## src/rtl/adder_pkg.sv

```systemverilog
// Types shared by adder_32 consumers: the adder width and the result record
// that travels downstream of the adder.
package adder_pkg;

    localparam int ADD_W = 32;

    typedef struct packed {
        logic [ADD_W-1:0] sum;
        logic             cout;
        logic             overflow;
    } adder_result_t;

endpackage

```

## src/rtl/result_fifo.sv

```systemverilog
// Generic DEPTH-entry synchronous FIFO of adder_result_t.
// A push while full and a pop while empty are ignored.
module result_fifo
    import adder_pkg::*;
#(
    parameter int DEPTH = 2
) (
    input  logic          clk,
    input  logic          rst,
    input  logic          push,
    input  logic          pop,
    input  adder_result_t din,
    output adder_result_t head,
    output logic          full,
    output logic          empty
);

    localparam int AW = $clog2(DEPTH);

    if (DEPTH < 2 || (DEPTH & (DEPTH - 1)) != 0) begin : g_bad_depth
        $error("result_fifo: DEPTH must be a power of two and at least 2");
    end

    adder_result_t mem [DEPTH];
    logic [AW-1:0] wptr;
    logic [AW-1:0] rptr;
    logic [AW:0]   count;
    logic          do_push;
    logic          do_pop;

    assign full    = (count == (AW + 1)'(DEPTH));
    assign empty   = (count == '0);
    assign do_push = push && !full;
    assign do_pop  = pop && !empty;
    assign head    = mem[rptr];

    always_ff @(posedge clk) begin
        if (rst) begin
            wptr  <= '0;
            rptr  <= '0;
            count <= '0;
        end else begin
            if (do_push) wptr <= wptr + 1'b1;
            if (do_pop)  rptr <= rptr + 1'b1;
            case ({do_push, do_pop})
                2'b10:   count <= count + 1'b1;
                2'b01:   count <= count - 1'b1;
                default: count <= count;
            endcase
        end
    end

    // Storage needs no reset: the head is only observed through a non-empty gate.
    always_ff @(posedge clk) begin
        if (do_push) mem[wptr] <= din;
    end

endmodule

```

## src/rtl/adder_result_stage.sv

```systemverilog
// Registered valid/ready result stage behind adder_32 with a sticky overflow flag.
// Define ADDER_OVF_CNT_EN to add the saturating ovf_count output.
module adder_result_stage
    import adder_pkg::*;
#(
    parameter int WIDTH = 32,
    parameter int DEPTH = 2,
    parameter int CNT_W = 8
) (
    input  logic             clk,
    input  logic             rst,
    input  logic             in_valid,
    output logic             in_ready,
    input  logic [WIDTH-1:0] sum,
    input  logic             cout,
    input  logic             overflow,
    output logic             out_valid,
    input  logic             out_ready,
    output logic [WIDTH-1:0] out_sum,
    output logic             out_cout,
    output logic             out_overflow,
    input  logic             clr_sticky,
    output logic             sticky_ovf
`ifdef ADDER_OVF_CNT_EN
    ,
    output logic [CNT_W-1:0] ovf_count
`endif
);

    if (WIDTH != ADD_W) begin : g_bad_width
        $error("adder_result_stage: WIDTH must equal ADD_W");
    end
    if (CNT_W < 1) begin : g_bad_cnt_w
        $error("adder_result_stage: CNT_W must be at least 1");
    end

    adder_result_t din;
    adder_result_t head;
    logic          full;
    logic          empty;
    logic          push;
    logic          pop;
    logic          ovf_push;

    assign din      = '{sum: sum, cout: cout, overflow: overflow};
    assign in_ready = !rst && !full;
    assign push     = in_valid && in_ready;
    assign pop      = out_valid && out_ready;
    assign ovf_push = push && overflow;

    result_fifo #(
        .DEPTH(DEPTH)
    ) u_fifo (
        .clk  (clk),
        .rst  (rst),
        .push (push),
        .pop  (pop),
        .din  (din),
        .head (head),
        .full (full),
        .empty(empty)
    );

    assign out_valid    = !empty;
    assign out_sum      = empty ? '0 : head.sum;
    assign out_cout     = empty ? 1'b0 : head.cout;
    assign out_overflow = empty ? 1'b0 : head.overflow;

    // A set in the same cycle as a clear takes priority.
    always_ff @(posedge clk) begin
        if (rst)             sticky_ovf <= 1'b0;
        else if (ovf_push)   sticky_ovf <= 1'b1;
        else if (clr_sticky) sticky_ovf <= 1'b0;
    end

`ifdef ADDER_OVF_CNT_EN
    always_ff @(posedge clk) begin
        if (rst)                               ovf_count <= '0;
        else if (clr_sticky)                   ovf_count <= ovf_push ? CNT_W'(1) : '0;
        else if (ovf_push && ovf_count != '1)  ovf_count <= ovf_count + 1'b1;
    end
`endif

endmodule

```

## config.mk

```make
export PLATFORM = sky130hd
export DESIGN_NAME = adder_result_stage
export DESIGN_NICKNAME = d
export VERILOG_FILES = /design/src/rtl/adder_pkg.sv /design/src/rtl/result_fifo.sv /design/src/rtl/adder_result_stage.sv
export SDC_FILE = /design/constraint.sdc
export NUM_CORES = 1
export LEC_CHECK = 0
export BUFFER_PORTS_ARGS = -buffer_cell sky130_fd_sc_hd__buf_2
export CORE_ASPECT_RATIO = 1.2
export CORE_MARGIN = 5
export CORE_UTILIZATION = 47
export CTS_CLUSTER_SIZE = 28
export DETAILED_ROUTE_END_ITERATION = 7
export HOLD_SLACK_MARGIN = 0.08
export PLACE_DENSITY_LB_ADDON = 0.08
export SLEW_MARGIN = 30
export SYNTH_ARGS = -nofsm -noshare
export SYNTH_HDL_FRONTEND = slang
export SYNTH_HIERARCHICAL = 1
export SYNTH_SLANG_ARGS = --single-unit
```

## constraint.sdc

```tcl
create_clock -name clk -period 2.4 [get_ports clk]
set_clock_uncertainty 0.2 [all_clocks]
set_input_delay 0 -clock clk [delete_from_list [all_inputs] [get_ports clk]]
set_output_delay 0 -clock clk [all_outputs]
set_load 0.05 [all_outputs]
```

==> flow_metrics.tcl <==
set metrics [dict create \
    maxCapViolations 0 \
    syn-instance-count 176 \
    dp_hpwl_mm 3.31 \
    synth_edf_count 68 \
    avgViaCountPerCell 4.66 \
    grt_remaining_overflow 0 \
    cts_resized 0 \
    synthTopCellsByCount "68 x edfxtp_1, 29 x nor2b_1, 19 x mux2_2, 15 x mux2_1" \
    clk_pin_slew_ns 0.07 \
    vdd_ir_drop_max_uv 496 \
    r2r_slack_ns 0.26 \
    synth.most_common_cell "edfxtp_1" \
    yosys-top-cells-area "edfxtp_1 68%, mux2_2 7.2%, nor2b_1 6.1%, mux2_1 5.7%, dfxtp_1 4.0%" \
    cts_buffers 9 \
    antenna_found_initial 0 \
    clock-sinks 74 \
    setup_viol 0 \
    synthFlopType "edfxtp_1" \
    start_util_pct 48.7 \
    io_pins 76 \
    drc 0 \
    min_from "sum[25]" \
    rsz0062_at_grt "false" \
    hold_viol 0 \
    gp_congestion 0.665 \
    synth_seq_area_share_pct 72.4 \
    clkLatencyLatePin_ns 0.32 \
    drt_iter0_drc 81 \
    ys_warn_count 6 \
    power.leakage_nw 1.62 \
    grt_pass1_vias 1889 \
    routedWlPerCell_um 14.1 \
    grtUsageTotal_pct 14.6 \
    die_x_um 82.8 \
    drt_first_pass_iters 4 \
    crit_type "reg2reg" \
    synth_top_cell_area_share_pct 68.4 \
    postPlaceCellArea_um2 3500 \
    period_minus_slack_ns 2.14 \
    grt_first_pass_wirelength_mm 8.76 \
    synth_nets 216 \
    startpoint_type "flip-flop" \
    fmax_mhz 468 \
    area_delta_synth_final_pct 38.5 \
    fin_tns_setup_ns 0 \
    slew_viol_final 0 \
    cts-root-buf "clkbuf_8" \
    holdPathEnd "u_fifo/mem[1][27]" \
    ant_nets 0 \
    wirelength_mm 5.44 \
    p_per_area_nw_per_um2 801 \
    cts_buffer_depth 2 \
    cts_htree_levels 3 \
    syn_avg_cell_area_um2 17.0 \
    post_cts_buffers 0 \
    antenna_cells 0 \
    die-area_um2 8060 \
    port_buffers 75 \
    hold_path_class "in2reg" \
    min_path_cells 2 \
    layout-drive-gt1-share_pct 42.9 \
    yosysTopAreaCell "edfxtp_1" \
    synth_seq_cells 74 \
    fin_crit_sh_pct 89.1 \
    arrival_ns 1.94 \
    syn_area_um2 2990 \
    r2r_end "u_fifo/mem[0][6]" \
    tightest_slew_ns 0.387 \
    relSlewSlack_pct 74.2 \
    status "completed" \
    num_vias 1795 \
    grt_max_degree 36 \
    worst_slack_ns 0.261 \
    synthArstFlopShare_pct 0 \
    design_area_um2 4140 \
    reg2reg_from "u_fifo/count[0]" \
    core_um2 6130 \
    reg2regPathDepth 8 \
    yosysUniqueCellTypes 24 \
    rows 31 \
    place_ws_ns 0.262 \
    end_kind "flip-flop" \
    fin_nets 338 \
    power_mw 3.31 \
    chipHeight_um 97.3 \
    path_max_fanout 21 \
    cp.required_ns 2.20 \
    cts_tree "yes" \
]
## state kept, by name (all words and copies together), names as in the netlist, named ones only
signal / flops
sticky_ovf: 1
u_fifo/count: 2
u_fifo/mem: 68
u_fifo/rptr: 1
u_fifo/wptr: 1
## cell type report
| type | count | area (um^2) |
|---|---|---|
| clock inverter | 6 | 129 |
| fill | 475 | 1990 |
| multi-input combinational | 91 | 774 |
| clock buffer | 10 | 128 |
| sequential | 74 | 2160 |
| inverter | 4 | 18.8 |
| timing repair buffer | 118 | 818 |
| tap | 82 | 103 |
## kinds of logic after synthesis
logic type,synth area share [%]
AO/OA/AOI/OAI,1.22
buffers and inverters,2.30
XOR/XNOR,0.880
AND/OR/NAND/NOR,9.97
multiplexers,12.8
adder cells (fa/ha/maj),0.419
flip-flops,72.4
## critical path, stage by stage (launching register included)
cell and delay (ns):
dfxtp_2 0.38, nand2b_2 0.16, inv_2 0.06, nor2_4 0.09, and2_4 0.15, inv_1 0.04
or3_4 0.37, clkinvlp_4 0.08, buf_4 0.28
## timing repair
item | CTS | global route
hold buffers | 38 | 0
endpoints found under the setup margin | 0 | 0
hold endpoints to repair | 74 | 0
## layout by cell type, fill, tap and decap left out, drive strengths merged
| master | netlist | routed |
|---|---|---|
| a21oi | 2 | 2 |
| a31o | 1 | 1 |
| and2 | 1 | 1 |
| and2b | 6 | 6 |
| and3 | 1 | 1 |
| buf | 7 | 80 |
| bufinv | 0 | 4 |
| clkbuf | 0 | 10 |
| clkinv | 0 | 2 |
| clkinvlp | 0 | 1 |
| dfxtp | 6 | 6 |
| dlygate4sd3 | 0 | 38 |
| edfxtp | 68 | 68 |
| ha | 1 | 1 |
| inv | 4 | 3 |
| mux2 | 34 | 34 |
| nand2 | 1 | 1 |
| nand2b | 1 | 1 |
| nor2 | 5 | 5 |
| nor2b | 29 | 29 |
| nor3b | 1 | 1 |
| o21a | 1 | 1 |
| o21ai | 2 | 2 |
| or3 | 2 | 2 |
| xnor2 | 2 | 2 |
| xor2 | 1 | 1 |
## report_power, final
group / switching (mW) / internal, mW
clock: 0.420 / 0.791
combinational: 0.408 / 0.204
sequential: 0.0195 / 1.47
## metrics by stage
step | hold WS (ns) | utilization (%) | std cells
6_report | 0.190 | 67.5 | 385
5_1_grt | 0.174 | 67.5 | 385
4_1_cts | 0.174 | 67.5 | 385
3_5_place_dp | -0.00684 | 57.1 | 331
3_3_place_gp | -0.0107 | 57.1 | 331
2_1_floorplan | -0.137 | - | 176
## per-layer routing
metal | GRT usage, % | up-vias | wire length [um]
li1 | - | 883 | -
met3 | 3.71 | 6 | 276
met1 | 16.8 | 859 | 2230
met5 | 0 | - | 0
met2 | 24.6 | 47 | 2860
met4 | 6.67 | 0 | 70
## how the worst max path moves through the flow
stage | cells after the start | to | start
after floorplan | 7 | u_fifo/mem[0][0] | u_fifo/count[0]
after global placement | 8 | u_fifo/mem[0][11] | u_fifo/count[0]
after detailed placement | 8 | u_fifo/mem[0][8] | u_fifo/count[0]
after CTS | 8 | u_fifo/mem[0][9] | u_fifo/count[0]
after global routing | 8 | u_fifo/mem[0][3] | u_fifo/count[0]
final | 8 | u_fifo/mem[0][6] | u_fifo/count[0]
Note: power is estimated with default switching activity, not from simulation.
